===== config.mk =====
export PLATFORM = sky130hd
export DESIGN_NAME = sram_port_arbiter_flat
export DESIGN_NICKNAME = d
export VERILOG_FILES = /design/src/rtl/sram_arb_pkg.sv /design/src/rtl/sram_port_arbiter_if.sv /design/src/rtl/sram_arb_resp_slot.sv /design/src/rtl/sram_port_arbiter.sv /design/src/flat_wrapper.sv
export SDC_FILE = /design/constraint.sdc
export NUM_CORES = 1
export LEC_CHECK = 0
export CORE_MARGIN = 2
export CORE_UTILIZATION = 43
export DETAILED_ROUTE_END_ITERATION = 16
export HOLD_SLACK_MARGIN = 0.12
export PLACE_DENSITY = 0.95
export RECOVER_POWER = 25
export SLEW_MARGIN = 20
export SYNTH_ARGS = -nofsm -noshare
export SYNTH_HDL_FRONTEND = slang
export SYNTH_HIERARCHICAL = 1
export SYNTH_SLANG_ARGS = --single-unit

===== constraint.sdc =====
create_clock -name clk -period 4.3 [get_ports clk]
set_clock_uncertainty 0.05 [all_clocks]
set_input_delay 0.645 -clock clk [delete_from_list [all_inputs] [get_ports clk]]
set_output_delay 0.645 -clock clk [all_outputs]
set_load 0.05 [all_outputs]

===== src/rtl/sram_arb_pkg.sv =====
// Shared types and constants for the two-requester SRAM port arbiter.
package sram_arb_pkg;

    localparam int unsigned AW = 14;
    localparam int unsigned DW = 32;
    localparam int unsigned SW = DW / 8;

    typedef enum logic {
        M0_IF,
        M1_LSU
    } master_e;

    typedef struct packed {
        logic          we;
        logic [AW-1:0] addr;
        logic [SW-1:0] wstrb;
        logic [DW-1:0] wdata;
    } sram_req_t;

    typedef enum logic [1:0] {
        EMPTY,
        INFLIGHT,
        VALID,
        HELD
    } slot_state_e;

    // Byte enables to a per-bit mask (bit k covers bits [8k+7:8k]).
    function automatic logic [DW-1:0] expand_wstrb(input logic [SW-1:0] wstrb);
        logic [DW-1:0] mask;
        mask = '0;
        for (int k = 0; k < int'(SW); k++) begin
            mask[8*k +: 8] = {8{wstrb[k]}};
        end
        return mask;
    endfunction

endpackage


===== src/rtl/sram_port_arbiter_if.sv =====
// Requester-side request/response bundle; master = requester, slave = arbiter.
interface sram_port_arbiter_if;
    import sram_arb_pkg::*;

    logic          req_valid;
    logic          req_ready;
    logic          req_we;
    logic [AW-1:0] req_addr;
    logic [SW-1:0] req_wstrb;
    logic [DW-1:0] req_wdata;
    logic          resp_valid;
    logic          resp_ready;
    logic [DW-1:0] resp_rdata;

    modport master (
        output req_valid, req_we, req_addr, req_wstrb, req_wdata, resp_ready,
        input  req_ready, resp_valid, resp_rdata
    );

    modport slave (
        input  req_valid, req_we, req_addr, req_wstrb, req_wdata, resp_ready,
        output req_ready, resp_valid, resp_rdata
    );

endinterface


===== src/rtl/sram_arb_resp_slot.sv =====
// One-deep read response slot: presents sram_q live, captures it if the requester stalls.
module sram_arb_resp_slot
    import sram_arb_pkg::*;
(
    input  logic          clk,
    input  logic          rst,
    input  logic          issue,
    input  logic          resp_ready,
    input  logic [DW-1:0] sram_q,
    output logic          resp_valid,
    output logic [DW-1:0] resp_rdata,
    output logic          free
);

    slot_state_e   state_q;
    logic          valid_q;
    logic [DW-1:0] hold_q;

    // The macro answers one edge after the access, so an accepted read lands straight in VALID.
    always_ff @(posedge clk or posedge rst) begin
        if (rst) begin
            state_q <= EMPTY;
            valid_q <= 1'b0;
            hold_q  <= '0;
        end else begin
            unique case (state_q)
                EMPTY: begin
                    if (issue) begin
                        state_q <= VALID;
                        valid_q <= 1'b1;
                    end
                end
                VALID: begin
                    if (resp_ready) begin
                        state_q <= issue ? VALID : EMPTY;
                        valid_q <= issue;
                    end else begin
                        state_q <= HELD;
                        hold_q  <= sram_q;
                    end
                end
                HELD: begin
                    if (resp_ready) begin
                        state_q <= issue ? VALID : EMPTY;
                        valid_q <= issue;
                    end
                end
                default: begin
                    state_q <= EMPTY;
                    valid_q <= 1'b0;
                end
            endcase
        end
    end

    assign resp_valid = valid_q;
    assign resp_rdata = (state_q == VALID) ? sram_q : hold_q;
    assign free       = (state_q == EMPTY) | (valid_q & resp_ready);

endmodule


===== src/rtl/sram_port_arbiter.sv =====
// Two-requester arbiter onto one single-port SRAM with m0 starvation bound.
// Define SRAM_ARB_PERF_EN to add saturating per-requester stall counters.
module sram_port_arbiter
    import sram_arb_pkg::*;
#(
    parameter int unsigned STARVE_LIMIT = 4
) (
    input  logic                clk,
    input  logic                rst,
    sram_port_arbiter_if.slave  m0,
    sram_port_arbiter_if.slave  m1,
    output logic                sram_ceb,
    output logic                sram_web,
    output logic [AW-1:0]       sram_a,
    output logic [DW-1:0]       sram_bweb,
    output logic [DW-1:0]       sram_d,
    input  logic [DW-1:0]       sram_q
`ifdef SRAM_ARB_PERF_EN
    ,
    output logic [31:0]         perf_m0_stall,
    output logic [31:0]         perf_m1_stall
`endif
);

    localparam int unsigned SCW = $clog2(STARVE_LIMIT + 1);
    localparam logic [SCW-1:0] STARVE_MAX = SCW'(STARVE_LIMIT);

    logic [SCW-1:0] starve_q;
    logic           m0_free, m1_free;
    logic           m0_elig, m1_elig;
    logic           m0_wins;
    logic           gnt0, gnt1, gnt_any;
    master_e        gnt_sel;
    sram_req_t      m0_req, m1_req, req_sel;
    logic           m0_rv, m1_rv;
    logic [DW-1:0]  m0_rd, m1_rd;

    // Writes bypass the response slot entirely.
    assign m0_elig = m0.req_valid & (m0.req_we | m0_free);
    assign m1_elig = m1.req_valid & (m1.req_we | m1_free);
    assign m0_wins = m0_elig & (~m1_elig | (starve_q == STARVE_MAX));

    assign gnt0    = ~rst & m0_wins;
    assign gnt1    = ~rst & m1_elig & ~m0_wins;
    assign gnt_any = gnt0 | gnt1;
    assign gnt_sel = gnt1 ? M1_LSU : M0_IF;

    assign m0.req_ready = gnt0;
    assign m1.req_ready = gnt1;

    always_comb begin
        m0_req = '{we: m0.req_we, addr: m0.req_addr, wstrb: m0.req_wstrb, wdata: m0.req_wdata};
        m1_req = '{we: m1.req_we, addr: m1.req_addr, wstrb: m1.req_wstrb, wdata: m1.req_wdata};
        req_sel = (gnt_sel == M1_LSU) ? m1_req : m0_req;
    end

    always_comb begin
        sram_ceb  = 1'b1;
        sram_web  = 1'b1;
        sram_a    = '0;
        sram_bweb = '1;
        sram_d    = '0;
        if (gnt_any) begin
            sram_a = req_sel.addr;
            if (!req_sel.we) begin
                sram_ceb = 1'b0;
            end else if (|req_sel.wstrb) begin
                sram_ceb  = 1'b0;
                sram_web  = 1'b0;
                sram_bweb = ~expand_wstrb(req_sel.wstrb);
                sram_d    = req_sel.wdata;
            end
        end
    end

    always_ff @(posedge clk or posedge rst) begin
        if (rst) begin
            starve_q <= '0;
        end else if (!m0.req_valid || gnt0) begin
            starve_q <= '0;
        end else if (starve_q != STARVE_MAX) begin
            starve_q <= starve_q + 1'b1;
        end
    end

    sram_arb_resp_slot u_slot_m0 (
        .clk        (clk),
        .rst        (rst),
        .issue      (gnt0 & ~m0.req_we),
        .resp_ready (m0.resp_ready),
        .sram_q     (sram_q),
        .resp_valid (m0_rv),
        .resp_rdata (m0_rd),
        .free       (m0_free)
    );

    sram_arb_resp_slot u_slot_m1 (
        .clk        (clk),
        .rst        (rst),
        .issue      (gnt1 & ~m1.req_we),
        .resp_ready (m1.resp_ready),
        .sram_q     (sram_q),
        .resp_valid (m1_rv),
        .resp_rdata (m1_rd),
        .free       (m1_free)
    );

    assign m0.resp_valid = m0_rv;
    assign m0.resp_rdata = m0_rd;
    assign m1.resp_valid = m1_rv;
    assign m1.resp_rdata = m1_rd;

`ifdef SRAM_ARB_PERF_EN
    always_ff @(posedge clk or posedge rst) begin
        if (rst) begin
            perf_m0_stall <= '0;
            perf_m1_stall <= '0;
        end else begin
            if (m0.req_valid && !gnt0 && perf_m0_stall != '1) begin
                perf_m0_stall <= perf_m0_stall + 32'd1;
            end
            if (m1.req_valid && !gnt1 && perf_m1_stall != '1) begin
                perf_m1_stall <= perf_m1_stall + 32'd1;
            end
        end
    end
`endif

endmodule

===== src/flat_wrapper.sv =====
// flat-port wrapper written by rule: the top's interface ports become plain ports
module sram_port_arbiter_flat import sram_arb_pkg::*;
#(
    parameter int unsigned STARVE_LIMIT = 4
)
  (clk, rst, sram_ceb, sram_web, sram_a, sram_bweb, sram_d, sram_q, m0_req_valid, m0_req_we, m0_req_addr, m0_req_wstrb, m0_req_wdata, m0_resp_ready, m0_req_ready, m0_resp_valid, m0_resp_rdata, m1_req_valid, m1_req_we, m1_req_addr, m1_req_wstrb, m1_req_wdata, m1_resp_ready, m1_req_ready, m1_resp_valid, m1_resp_rdata);
  sram_port_arbiter_if m0_i ();
  sram_port_arbiter_if m1_i ();
  input  logic clk;
  input  logic rst;
  output logic sram_ceb;
  output logic sram_web;
  output logic [AW-1:0] sram_a;
  output logic [DW-1:0] sram_bweb;
  output logic [DW-1:0] sram_d;
  input  logic [DW-1:0] sram_q;
  input wire logic [$bits(m0_i.req_valid)-1:0] m0_req_valid;
  input wire logic [$bits(m0_i.req_we)-1:0] m0_req_we;
  input wire logic [$bits(m0_i.req_addr)-1:0] m0_req_addr;
  input wire logic [$bits(m0_i.req_wstrb)-1:0] m0_req_wstrb;
  input wire logic [$bits(m0_i.req_wdata)-1:0] m0_req_wdata;
  input wire logic [$bits(m0_i.resp_ready)-1:0] m0_resp_ready;
  output wire logic [$bits(m0_i.req_ready)-1:0] m0_req_ready;
  output wire logic [$bits(m0_i.resp_valid)-1:0] m0_resp_valid;
  output wire logic [$bits(m0_i.resp_rdata)-1:0] m0_resp_rdata;
  input wire logic [$bits(m1_i.req_valid)-1:0] m1_req_valid;
  input wire logic [$bits(m1_i.req_we)-1:0] m1_req_we;
  input wire logic [$bits(m1_i.req_addr)-1:0] m1_req_addr;
  input wire logic [$bits(m1_i.req_wstrb)-1:0] m1_req_wstrb;
  input wire logic [$bits(m1_i.req_wdata)-1:0] m1_req_wdata;
  input wire logic [$bits(m1_i.resp_ready)-1:0] m1_resp_ready;
  output wire logic [$bits(m1_i.req_ready)-1:0] m1_req_ready;
  output wire logic [$bits(m1_i.resp_valid)-1:0] m1_resp_valid;
  output wire logic [$bits(m1_i.resp_rdata)-1:0] m1_resp_rdata;
  assign m0_i.req_valid = m0_req_valid;
  assign m0_i.req_we = m0_req_we;
  assign m0_i.req_addr = m0_req_addr;
  assign m0_i.req_wstrb = m0_req_wstrb;
  assign m0_i.req_wdata = m0_req_wdata;
  assign m0_i.resp_ready = m0_resp_ready;
  assign m0_req_ready = m0_i.req_ready;
  assign m0_resp_valid = m0_i.resp_valid;
  assign m0_resp_rdata = m0_i.resp_rdata;
  assign m1_i.req_valid = m1_req_valid;
  assign m1_i.req_we = m1_req_we;
  assign m1_i.req_addr = m1_req_addr;
  assign m1_i.req_wstrb = m1_req_wstrb;
  assign m1_i.req_wdata = m1_req_wdata;
  assign m1_i.resp_ready = m1_resp_ready;
  assign m1_req_ready = m1_i.req_ready;
  assign m1_resp_valid = m1_i.resp_valid;
  assign m1_resp_rdata = m1_i.resp_rdata;
  sram_port_arbiter #(.STARVE_LIMIT(STARVE_LIMIT)) u_core (.clk(clk), .rst(rst), .m0(m0_i), .m1(m1_i), .sram_ceb(sram_ceb), .sram_web(sram_web), .sram_a(sram_a), .sram_bweb(sram_bweb), .sram_d(sram_d), .sram_q(sram_q));
endmodule

After elaboration in Yosys (flattened, before gate mapping):

Index checks and enable logic that the tools add are counted.

* equality and inequality tests: 12
* multiplexer cells: 34
* reduce and logical (&&, ||, !) cells: 14
* add/sub/neg operators: 1
* bitwise operators: 24

Operators with widths (count)
* 32-bit 2-to-1 mux: 8
* 51-bit 2-to-1 mux: 1
* 32-bit NOT: 1
* 2-bit 2-to-1 mux: 8
* 14-bit 2-to-1 mux: 1
* 2-bit case mux with 3 select lines: 2
* 2-bit AND reduction: 6
* 1-bit bitwise AND: 10
* 1-bit 2-to-1 mux: 10
* 2-bit equality test, second input constant: 4
* 2-bit != test, second input constant: 4
* 1-bit NOT: 7
* 3-bit 2-to-1 mux: 2
* 1-bit OR: 6
* 2-bit logical NOT: 2
* 2-bit by 1-bit != test with 1-bit output, second input constant: 2
* 1-bit case mux with 2 select lines: 2
* 2-bit OR reduction: 2
* 4-bit OR reduction: 1
* 3-bit by 1-bit adder with 3-bit output, second input constant: 1
* 3-bit equality test, second input constant: 1
* 3-bit != test, second input constant: 1
* 2-bit nonzero test: 1
* 1-bit logical NOT: 1
* 1-bit logical OR: 1

* output and inout bits: 148
* word-level logic and storage cells: 92
* register bits after elaboration: 73
* bits of input ports: 140

Depth between registers and ports, before layout:

* depth after elaboration: 15
* depth in mapped cells: 9
* depth with buffers taken out: 8

Modules after synthesis:

Netlist, hierarchy kept.

By module, submodules not included
* sram_arb_resp_slot: seq. area each 875.8 µm², cells each 120, area an instance 1856.8 µm², times used 2
* sram_port_arbiter: seq. area each 75.1 µm², cells each 235, area an instance 1430.1 µm², times used 1

Least setup slack after synthesis:

No wires, ideal clock.

* path type: input to output
* start point: in m0_resp_ready
* end point: out sram_a[0]
* setup slack: 1.124 ns
* buffers on the path: 1
* required time: 3.605 ns
* stages: 8
* arrival: 2.481 ns
* cells stage by stage: nand2_1 nand2_1 o2111ai_1 nand3_2 clkinv_2 buf_2 nand2_1 a21oi_1

* longest elaborated chain between the ends: 10
* elaborated cells on any way between the ends: 12
* classes of those cells: mux: 3; bitwise: 9

Ends and longest elaborated chain
* from (decl): line flat_wrapper.sv:22 `input wire logic [$bits(m0_i.resp_ready)-1:0] m0_resp_ready;`
* 1-bit bitwise AND (*): line sram_arb_resp_slot.sv:58 `assign free = (state_q == EMPTY) | (valid_q & resp_ready);`
* 1-bit OR (*): line sram_arb_resp_slot.sv:58
* named net u_core.m0_free: line sram_port_arbiter.sv:29 `logic m0_free, m1_free;`
* 1-bit OR (*): line sram_port_arbiter.sv:39 `assign m0_elig = m0.req_valid & (m0.req_we | m0_free);`
* 1-bit bitwise AND (*): line sram_port_arbiter.sv:39
* 1-bit bitwise AND (*): line sram_port_arbiter.sv:41 `assign m0_wins = m0_elig & (~m1_elig | (starve_q == STARVE_MAX));`
* 1-bit NOT (*): line sram_port_arbiter.sv:44 `assign gnt1 = ~rst & m1_elig & ~m0_wins;`
* 1-bit bitwise AND (*): line sram_port_arbiter.sv:44
* named net m1_req_ready: line flat_wrapper.sv:32 `output wire logic [$bits(m1_i.req_ready)-1:0] m1_req_ready;`
* 1-bit 2-to-1 mux: line sram_port_arbiter.sv:46 `assign gnt_sel = gnt1 ? M1_LSU : M0_IF;`
* 51-bit 2-to-1 mux: line sram_port_arbiter.sv:54 `req_sel = (gnt_sel == M1_LSU) ? m1_req : m0_req;`
* 14-bit 2-to-1 mux (*): line sram_port_arbiter.sv:63 `if (gnt_any) begin`
* to (decl): line flat_wrapper.sv:13 `output logic [AW-1:0] sram_a;`

The timed path passes the listed nets; every way through them passes the cells marked *.

Worst setup path after layout:

* start point: in m0_resp_ready
* end point: out sram_bweb[30]

* longest elaborated chain between the ends: 13
* elaborated cells on any way between the ends: 16
* classes of those cells: mux: 5; bitwise: 10; reduce/logical: 1

Ends and longest elaborated chain
* 1-bit bitwise AND (*): line sram_arb_resp_slot.sv:58
* 1-bit OR (*): line sram_arb_resp_slot.sv:58
* named net u_core.m0_free: line sram_port_arbiter.sv:29
* 1-bit OR (*): line sram_port_arbiter.sv:39
* 1-bit bitwise AND (*): line sram_port_arbiter.sv:39
* 1-bit bitwise AND (*): line sram_port_arbiter.sv:41
* 1-bit NOT: line sram_port_arbiter.sv:44
* 1-bit bitwise AND: line sram_port_arbiter.sv:44
* 1-bit 2-to-1 mux: line sram_port_arbiter.sv:46
* 51-bit 2-to-1 mux: line sram_port_arbiter.sv:54
* 4-bit OR reduction / 32-bit NOT (equally long branches): line sram_port_arbiter.sv:67, sram_port_arbiter.sv:70
* 32-bit 2-to-1 mux: line sram_port_arbiter.sv:67 `end else if (|req_sel.wstrb) begin`
* 32-bit 2-to-1 mux: line sram_port_arbiter.sv:65 `if (!req_sel.we) begin`
* 32-bit 2-to-1 mux (*): line sram_port_arbiter.sv:63
* to (decl): line flat_wrapper.sv:14 `output logic [DW-1:0] sram_bweb;`

Marks and branches as above.

==> results.md <==
- Hold slack: 0.458 ns
- Routability cong.: 0.891
- Cts hold-fix bufs: 0
- IO Count: 288
- Post-CTS setup buffer count: 0
- Hold Violations, Final: 0
- Drt pass-1 iters: 4
- CTS Buffer Depth: 2
- Layout cells sized above 1: 37.7%
- Arrival @ worst endpoint: 3.21 ns
- Synth Register Bits: 73
- Reg2reg path depth: 3
- Pleak: 3.74 nW
- Final WL: 18800 microns
- Slew HR: -40.2%
- Worst skew pair latency: 0.32 ns
- Global route overflow: 0
- Startpoint of the worst hold path: u_core/u_slot_m0/hold_q[0]
- Num CTS Buffers: 9
- P&R area growth vs syn: 73.0%
- Syn_nets: 617
- CP endpoint kind: primary output
- Worst setup SP type: primary input
- Yosys top cell by area: dfrtp_1
- Pwr/cell area: 505 mW/mm^2
- Utilization after layout: 77.0%
- Mapped Area: 0.00514 sq mm
- Drt wl/cell: 21.6 microns
- Final nets: 867
- Core area: 0.0116 sq mm
- RSZ-0062 raised after global routing: false
- Max Clock Freq: 256 MHz
- Distinct cells, synth: 37
- Initial core utilization: 44.5%
- CTS sink count: 73
- Design area: 0.00890 sq mm
- First-pass GRT wire length: 28400 microns
- Synthesized instance count: 475
- Antenna violations before repair: 0
- Antenna diodes: 0
- Iteration-0 DRC Markers: 282
- Maxcap violations: 2
- R2R setup slack: 1.74 ns
- Worst hold stages: 1
- Syn Area/Cell: 10.8 sq um
- Critical path fanouts, max: 42
- Ranking of synthesized cells by area: dfrtp_1, mux2_4, mux2_2
- Min Tclk post-route: 3.91 ns
- Clock-pin slew on the worst setup and hold paths: 0.05 ns
- Vias per Instance: 5.30
- Failing checks: capacitance limit, slew limit
- Number of global-route vias before repair: 5019
- Hold endpoint: u_core/u_slot_m0/hold_q[0]
- Share of the yosys chip area belonging to registers: 35.5%
- Max-slew violation count: 72
- Post-DRT Antenna Nets: 0
- RR Startpoint: u_core/u_slot_m0/state_q[0]
- Max VDD drop: 0.572 mV
- Crit Path Class: in2out
- Hold Path Class: reg2reg
- Run status: complete, but fails checks
- GRT Total Usage: 28.6%
- Tightest Pin Transition: 2.10 ns
- Cts repair resizes: 0
- Largest net degree at the start of global routing: 50
- WP data required: 3.61 ns
- Warnings, synthesis: 6
- Final setup viols: 0
- Die height: 113 microns
- Period utilization: 90.9%
- Hpwl dp: 14400 microns
- Die area: 0.0129 sq mm
- Total Neg Setup Slack: 0 ns
- Root Driver: clkbuf_16
- R2R Path End: u_core/u_slot_m0/hold_q[29]
- Max H-tree Level: 3
- Dpl cell area: 0.00863 sq mm
- DR DRC count: 0
- Vias post-DR: 4620
- CTS tree: done
- Number of core rows: 39
- Buffers on Ports: 287
- Die Wd: 113 microns
- Area share of the largest cell type after synthesis: 35.5%
## cells by family after synthesis
kind of cell             Yosys count  synth area share (%)
buffers and inverters             68                  9.56
multiplexers                     132                  33.3
XOR/XNOR                           1                 0.170
AO/OA/AOI/OAI                     65                  9.71
adder cells (fa/ha/maj)            2                 0.486
flip-flops                        73                  35.5
AND/OR/NAND/NOR                  134                  11.3
## where the power goes
group          total (W)  internal (W)  switching [W]
clock network   0.000716      0.000445       0.000270
logic            0.00268       0.00118        0.00151
registers        0.00110      0.000931       0.000165
## layout by cell type, fill, tap and decap left out, types with 2 or more instances in the layout
cell             Yosys  routed
clkdlybuf4s50_1      0     203
nand2_1            103     103
buf_12               0      81
dfrtp_1             73      73
mux2_2              72      72
mux2_4              60      60
a21oi_2             29      29
a21oi_1             20      20
nor2_1              10      10
clkbuf_16            0       9
inv_1                9       9
buf_4               31       8
o21ai_0              6       6
clkbuf_1             2       5
dlygate4sd3_1        0       3
nor2b_1              3       3
or2_2                3       3
clkinv_2             1       2
nand3_1              2       2
nor4_1               2       2
nor3_1               2       2
ha_1                 2       2
nor2b_4              2       2
and2_4               2       2
a2bb2oi_1            2       2
## synth_stat cells, drive strengths merged
library cell    n
and2            2
o2111a          1
mux2          132
o221ai          1
nor2           10
o21ai           6
nand2b          1
xnor2           1
ha              2
o21bai          1
nand2         103
nor4            2
a21oi          49
o2111ai         1
o31ai           1
nor2b           5
a21boi          1
dfrtp          73
inv             9
a31o            1
or2             4
and3            1
nor3            2
nand3b          1
buf            56
clkinv          1
nand3           3
a31oi           1
a2bb2oi         2
clkbuf          2
## per-stage QoR
step,power [W],std cells,setup WS (ns)
after floorplan,0.00285,475,1.12
final,0.00450,872,0.390
after CTS,0.00451,872,0.506
after global placement,0.00369,857,0.653
after global routing,0.00465,872,0.249
after detailed placement,0.00377,857,0.524
## flip-flops by register name, indices dropped and copies added, names as in the netlist
| name | cells |
|---|---|
| u_core/u_slot_m0/resp_valid | 1 |
| u_core/u_slot_m1/state_q | 2 |
| u_core/u_slot_m1/resp_valid | 1 |
| u_core/u_slot_m0/state_q | 2 |
| u_core/u_slot_m0/hold_q | 32 |
| u_core/starve_q | 3 |
| u_core/u_slot_m1/hold_q | 32 |
## layout make-up
class | instances | area, sq um
well taps | 143 | 179
repair buffers | 297 | 3750
fillers | 651 | 2670
clock buffers | 12 | 236
inverters | 10 | 38.8
clock inverters | 3 | 42.5
multi-input cells | 334 | 2830
flip-flops and latches | 73 | 1830
## worst max-delay path by stage
stage | startpoint | end | cells after the start
global placement | m0_resp_ready | sram_bweb[2] | 10
finish | m0_resp_ready | sram_bweb[30] | 10
global route | m0_resp_ready | sram_bweb[30] | 10
floorplan | m0_resp_ready | sram_a[0] | 8
CTS | m0_resp_ready | sram_bweb[30] | 10
detailed placement | m0_resp_ready | sram_bweb[29] | 10
## routing by layer
| layer | part of all wire [%] | up-vias | GRT usage, % |
|---|---|---|---|
| li1 | - | 2093 | - |
| met1 | 37 | 2274 | 32.0 |
| met2 | 52 | 221 | 52.5 |
| met3 | 7.4 | 32 | 7.55 |
| met4 | 2.8 | 0 | 9.84 |
| met5 | 0 | - | 0 |
## worst max-delay path, cell delays in order
cell           delay [ns]
dlygate4sd3_1        0.57
nand2_1              0.09
nand2_1              0.12
o2111ai_1            0.29
nand3_2              0.14
clkinv_2             0.43
mux2_2               0.39
nand2_1              0.07
buf_4                0.26
buf_12               0.18
Note: power is estimated with default switching activity, not from simulation.
